<file path="config.mk">
export PLATFORM = sky130hd
export DESIGN_NAME = loss
export DESIGN_NICKNAME = d
export VERILOG_FILES = /design/src/rtl/machina_pkg.sv /design/src/rtl/loss_pipe_reg.sv /design/src/rtl/loss.sv
export SDC_FILE = /design/constraint.sdc
export NUM_CORES = 1
export LEC_CHECK = 0
export ABC_AREA = 1
export CAP_MARGIN = 20
export CELL_PAD_IN_SITES_DETAIL_PLACEMENT = 0
export CELL_PAD_IN_SITES_GLOBAL_PLACEMENT = 1
export CORE_MARGIN = 5
export CORE_UTILIZATION = 39
export CTS_CLUSTER_SIZE = 20
export DETAILED_ROUTE_END_ITERATION = 10
export PLACE_DENSITY_LB_ADDON = 0.1
export SLEW_MARGIN = 0
export SYNTH_ARGS = -nofsm -noshare
export SYNTH_HDL_FRONTEND = slang
export SYNTH_SLANG_ARGS = --single-unit
</file>
<file path="constraint.sdc">
create_clock -name clock -period 5.6 [get_ports clock]
set_clock_uncertainty 0.2 [all_clocks]
set_input_delay 0.56 -clock clock [delete_from_list [all_inputs] [get_ports clock]]
set_output_delay 0.56 -clock clock [all_outputs]
set_load 0.05 [all_outputs]
</file>
<file path="src/rtl/machina_pkg.sv">
// Shared types and helpers for the training datapath: Q0.8 activations,
// signed Q8.8 errors and the saturating scale used on backward paths.
package machina_pkg;

    localparam int unsigned ACTW = 8;
    localparam int unsigned EW   = 16;

    typedef logic [ACTW-1:0]      act_t;
    typedef logic signed [EW-1:0] err_t;

    localparam err_t ONE = 16'h0100;

    typedef enum logic {StEmpty, StFull} slot_t;

    // Shift d left by gain at full precision, then clamp to a signed errw-bit range.
    function automatic logic signed [31:0] sat_shift(input logic signed [31:0] d,
                                                     input int unsigned gain,
                                                     input int unsigned errw);
        logic signed [31:0] s;
        logic signed [31:0] hi;
        logic signed [31:0] lo;
        s  = d <<< gain;
        hi = (32'sd1 <<< (errw - 1)) - 32'sd1;
        lo = -hi - 32'sd1;
        if (s > hi) begin
            sat_shift = hi;
        end else if (s < lo) begin
            sat_shift = lo;
        end else begin
            sat_shift = s;
        end
    endfunction

endpackage

</file>
<file path="src/rtl/loss_pipe_reg.sv">
// One-entry valid/ready register slice (EMPTY/FULL) for a backward channel.
// Accepts a new word in the same cycle the held word drains.
module pipe_reg
    import machina_pkg::*;
#(
    parameter int unsigned W = 16
) (
    input  logic         clock,
    input  logic         reset_n,
    input  logic [W-1:0] in_data,
    input  logic         in_valid,
    output logic         in_ready,
    output logic [W-1:0] out_data,
    output logic         out_valid,
    input  logic         out_ready
);

    slot_t        state_q, state_d;
    logic [W-1:0] data_q, data_d;
    logic         load;

    always_ff @(posedge clock or negedge reset_n) begin
        if (!reset_n) begin
            state_q <= StEmpty;
            data_q  <= '0;
        end else begin
            state_q <= state_d;
            data_q  <= data_d;
        end
    end

    always_comb begin
        state_d  = state_q;
        data_d   = data_q;
        in_ready = (state_q == StEmpty) | out_ready;
        load     = in_valid & in_ready;
        if (load) begin
            state_d = StFull;
            data_d  = in_data;
        end else if ((state_q == StFull) && out_ready) begin
            state_d = StEmpty;
        end
    end

    assign out_data  = data_q;
    assign out_valid = (state_q == StFull);

endmodule

</file>
<file path="src/rtl/loss.sv">
// Output-layer error source: joins activation and target streams, emits the
// scaled saturated error toward the sigmoid backward input and keeps stats.
module loss
    import machina_pkg::*;
#(
    parameter int unsigned RESW = 8,
    parameter int unsigned ERRW = 16,
    parameter int unsigned GAIN = 0,
    parameter int unsigned TOL  = 4,
    parameter int unsigned CNTW = 16
) (
    input  logic            clock,
    input  logic            reset_n,
    input  logic            en,
    input  logic            clear,
    input  logic [RESW-1:0] res,
    input  logic            res_valid,
    output logic            res_ready,
    input  logic [RESW-1:0] tgt,
    input  logic            tgt_valid,
    output logic            tgt_ready,
    output logic [ERRW-1:0] err,
    output logic            err_valid,
    input  logic            err_ready,
    output logic [CNTW-1:0] count,
    output logic [CNTW-1:0] miss
);

    logic                   both_valid;
    logic                   slot_ready;
    logic                   take;
    logic signed [RESW:0]   d;
    logic [RESW:0]          d_abs;
    logic signed [31:0]     d_ext;
    logic [ERRW-1:0]        err_new;
    logic                   is_miss;
    logic [CNTW-1:0]        count_q, count_d;
    logic [CNTW-1:0]        miss_q, miss_d;

    assign both_valid = res_valid & tgt_valid;
    // In inference the pair is consumed regardless of the err slot state.
    assign take       = both_valid & (~en | slot_ready);
    assign res_ready  = take;
    assign tgt_ready  = take;

    assign d       = $signed({1'b0, tgt}) - $signed({1'b0, res});
    assign d_abs   = d[RESW] ? -d : d;
    assign d_ext   = {{(31 - RESW){d[RESW]}}, d};
    assign err_new = ERRW'(sat_shift(d_ext, GAIN, ERRW));
    assign is_miss = d_abs > (RESW + 1)'(TOL);

    pipe_reg #(
        .W (ERRW)
    ) u_err_slot (
        .clock     (clock),
        .reset_n   (reset_n),
        .in_data   (err_new),
        .in_valid  (both_valid & en),
        .in_ready  (slot_ready),
        .out_data  (err),
        .out_valid (err_valid),
        .out_ready (err_ready)
    );

    always_ff @(posedge clock or negedge reset_n) begin
        if (!reset_n) begin
            count_q <= '0;
            miss_q  <= '0;
        end else begin
            count_q <= count_d;
            miss_q  <= miss_d;
        end
    end

    always_comb begin
        count_d = count_q;
        miss_d  = miss_q;
        if (clear) begin
            count_d = '0;
            miss_d  = '0;
        end else if (take) begin
            count_d = count_q + 1'b1;
            if (is_miss && (miss_q != '1)) begin
                miss_d = miss_q + 1'b1;
            end
        end
    end

    assign count = count_q;
    assign miss  = miss_q;

endmodule
</file>
==> impl_metrics.json <==
{
  "finish.utilization_pct": 51.0,
  "power-per-cell-area_mw_per_mm2": 232,
  "overflow": 0,
  "reg2reg_slack_ns": 3.35,
  "dieArea_sq_mm": 0.00987,
  "postCtsHoldBufs": 0,
  "layout-area-overhead-vs-synth_pct": 27.2,
  "num_rows": 32,
  "cts.reportedPaths.clkPinSlew_ns": 0.09,
  "synth_cell_type_count": 36,
  "numClockSinks": 42,
  "boundaryPins": 74,
  "p_int_w": 0.000575,
  "asyncSetResetFlopFracSynth_pct": 100,
  "yosys_register_bits": 42,
  "switching_share_pct": 37.4,
  "cts-buffers-inserted": 5,
  "synth_nets": 454,
  "reg_to_reg_startpoint": "miss[0]",
  "grt_pass1_vias": 2739,
  "finalWirelength_microns": 7580,
  "syn-instance-count": 419,
  "die_w_microns": 99.3,
  "worst_skew_pair_later_pin_latency_ns": 0.30,
  "syn-cell-area_sq_mm": 0.00311,
  "tightestPinTransition_ns": 0.939,
  "overall_fraction_of_global_route_tracks_in_use_pct": 16.0,
  "arrival_time_reported_for_the_critical_path_endpoint_ns": 2.64,
  "global_route.usage.met2_pct": 28.2,
  "syn_area_per_cell_sq_um": 7.43,
  "dr.first_iter.drc_count": 78,
  "cts.path.max_buffers": 2,
  "setup_repair_after_global_routing_missed_its_margin": "no",
  "synth_area_leader_cell": "sky130_fd_sc_hd__dfrtp_1",
  "clock_tree_from_tritoncts": "done",
  "largest_net_degree_at_the_start_of_global_routing": 43,
  "detail_route.vias_per_cell": 4.83,
  "fin_cells": 584,
  "timing.critical_path.from_type": "input port",
  "part_of_the_power_in_the_clock_network_pct": 27.1,
  "synth_area_leaders": "sky130_fd_sc_hd__dfrtp_1 34%, sky130_fd_sc_hd__nand2_1 12%, sky130_fd_sc_hd__inv_1 7.6%, sky130_fd_sc_hd__nand3_1 6.3%, sky130_fd_sc_hd__xor2_1 5.1%",
  "p_comb_share_pct": 36.3,
  "ys_seq_area_share_pct": 33.8,
  "maximum_fanout_along_the_worst_path": 15,
  "final_layout_size_suffix_gt1_share_pct": 8.92,
  "route.detailed.drc": 0,
  "count_of_flip_flops_with_a_built_in_enable_after_synthesis": 0,
  "htree_num_levels": 2,
  "first_pass_grt_wire_length_microns": 13200,
  "initial_utilization_pct": 40.1,
  "worst_setup_path_startpoint": "tgt_valid",
  "holdCritPathClass": "input port to async pin",
  "placed_cells": 577,
  "gr-max-usage-layer": "met2",
  "worstSetupPathType": "input port to output port",
  "grt_antenna_before_repair": 0,
  "post-cts-setup-buffers": 0,
  "setup.worst_path.end_class": "output port",
  "met3_demand_to_capacity_share_in_global_routing_pct": 3.30,
  "ys_warn_count": 0,
  "outcome": "completed",
  "post-route-period-util_pct": 60.7,
  "drv_cap": 0,
  "finalSetupTns_ns": 0,
  "timing.critical_path.to": "res_ready",
  "setup_viol": 0,
  "achievable-frequency_mhz": 294,
  "place_ws_ns": 2.09,
  "vias": 2822,
  "die_y_microns": 99.3,
  "p_leak_nw": 1.92,
  "timing.final.crit_period_ns": 3.40,
  "worstPathRequired_ns": 4.84,
  "slew_headroom_pct": 37.4,
  "drtPass1Iterations": 5,
  "hpwl_microns": 5820,
  "slew_violations": 0,
  "floorplan.core_area_sq_mm": 0.00777,
  "power.net_switching_w": 0.000344,
  "endpoint_of_the_most_critical_register_to_register_path": "miss[0]",
  "post-synth-top-area-fraction_pct": 33.8,
  "routabilityCongestion": 0.853,
  "clock-root-buffer": "sky130_fd_sc_hd__clkbuf_8",
  "ys.flop_type": "sky130_fd_sc_hd__dfrtp_1",
  "route.detailed.wl_per_inst_microns": 13.0,
  "ant_nets": 0,
  "portBuffers": 73,
  "cts-resized-gates": 0,
  "hold_viol_final": 0,
  "p_total_w": 0.000919,
  "diodes": 0,
  "grt.met1_usage_pct": 20.2,
  "final_critical_path_setup_slack_ns": 2.20,
  "power.share.sequential_pct": 36.6,
  "ff2ff_path_depth": 9,
  "worst_ir_drop_vdd_mv": 0.167,
  "final_net_count": 517
}
[critical path, stage by stage]
cell	delay, ns
sky130_fd_sc_hd__clkdlybuf4s50_1	0.45
sky130_fd_sc_hd__nand2_1	0.04
sky130_fd_sc_hd__inv_1	0.07
sky130_fd_sc_hd__nand2_1	0.30
sky130_fd_sc_hd__inv_1	0.34
sky130_fd_sc_hd__clkdlybuf4s50_1	0.87
[cells in the mapped netlist (2+ instances only)]
cell type,count
sky130_fd_sc_hd__a21oi_1,10
sky130_fd_sc_hd__buf_4,11
sky130_fd_sc_hd__clkbuf_1,5
sky130_fd_sc_hd__clkinv_1,2
sky130_fd_sc_hd__dfrtp_1,42
sky130_fd_sc_hd__ha_1,11
sky130_fd_sc_hd__inv_1,63
sky130_fd_sc_hd__inv_2,2
sky130_fd_sc_hd__mux2_2,2
sky130_fd_sc_hd__nand2_1,96
sky130_fd_sc_hd__nand2_2,10
sky130_fd_sc_hd__nand3_1,39
sky130_fd_sc_hd__nand3_2,11
sky130_fd_sc_hd__nand4_1,21
sky130_fd_sc_hd__nor2_1,32
sky130_fd_sc_hd__nor3_1,7
sky130_fd_sc_hd__nor3_2,2
sky130_fd_sc_hd__nor4_1,2
sky130_fd_sc_hd__o21ai_0,14
sky130_fd_sc_hd__o31ai_1,4
sky130_fd_sc_hd__xor2_1,18
[power groups by stage]
stage	Sequential [W]	Combinational [W]	Clock (W)
final	0.000337	0.000334	0.000249
after floorplan	0.000409	0.000179	0
after CTS	0.000337	0.000339	0.000258
after global placement	0.000343	0.000336	0
after detailed placement	0.000343	0.000338	0
after global routing	0.000341	0.000362	0.000269
[kinds of logic after synthesis]
kind of cell / after synthesis / synth area share (%)
AO/OA/AOI/OAI: 33 / 6.55
adder cells (fa/ha/maj): 12 / 5.07
flip-flops: 42 / 33.8
multiplexers: 2 / 0.724
AND/OR/NAND/NOR: 225 / 35.8
buffers and inverters: 86 / 12.7
XOR/XNOR: 19 / 5.35
[metrics by stage]
step	hold slack (ns)	instance area, sq um
4_1_cts	0.246	3960
3_5_place_dp	0.277	3850
6_report	0.199	3960
3_3_place_gp	0.267	3850
5_1_grt	0.282	3960
2_1_floorplan	0.0644	3110
[registers in the layout (all words and copies together), names as in the netlist]
signal / flops
miss: 16
u_err_slot.out_data: 9
count: 16
u_err_slot.out_valid: 1
[cell usage in the layout, fill, tap and decap left out, drive strengths merged]
| cell | instances |
|---|---|
| nand2 | 108 |
| clkdlybuf4s50 | 72 |
| inv | 65 |
| nand3 | 50 |
| dfrtp | 42 |
| nor2 | 32 |
| nand4 | 22 |
| xor2 | 18 |
| o21ai | 14 |
| ha | 11 |
| a21oi | 11 |
| nor3 | 10 |
| clkbuf | 6 |
| o31ai | 4 |
| clkinv | 2 |
| nor4 | 2 |
| mux2 | 2 |
| bufinv | 2 |
| buf | 2 |
| nand3b | 1 |
| a31oi | 1 |
| o21a | 1 |
| xnor2 | 1 |
| o21bai | 1 |
| o41ai | 1 |
| fa | 1 |
[cell type report]
class / count / area, sq um
clock inverters: 1 / 30.0
flip-flops and latches: 42 / 1050
well taps: 102 / 128
repair buffers: 74 / 733
clock buffers: 6 / 82.6
fillers: 818 / 3810
inverters: 68 / 269
multi-input cells: 291 / 1670
[metal layers]
layer	share of wire, %	vias up
met5	0	-
met4	0.96	0
met3	4.8	8
met2	50	55
met1	44	1283
li1	-	1476
[how the worst min path moves through the flow]
stage | from | endpoint | slack, ns
6_report | reset_n | count[6] | 0.20
2_1_floorplan | reset_n | count[0] | 0.06
4_1_cts | reset_n | count[6] | 0.25
3_5_place_dp | u_err_slot.out_data[7] | u_err_slot.out_data[7] | 0.28
3_3_place_gp | u_err_slot.out_data[7] | u_err_slot.out_data[7] | 0.27
5_1_grt | reset_n | count[3] | 0.28
Power figures use the tool's default switching activity.
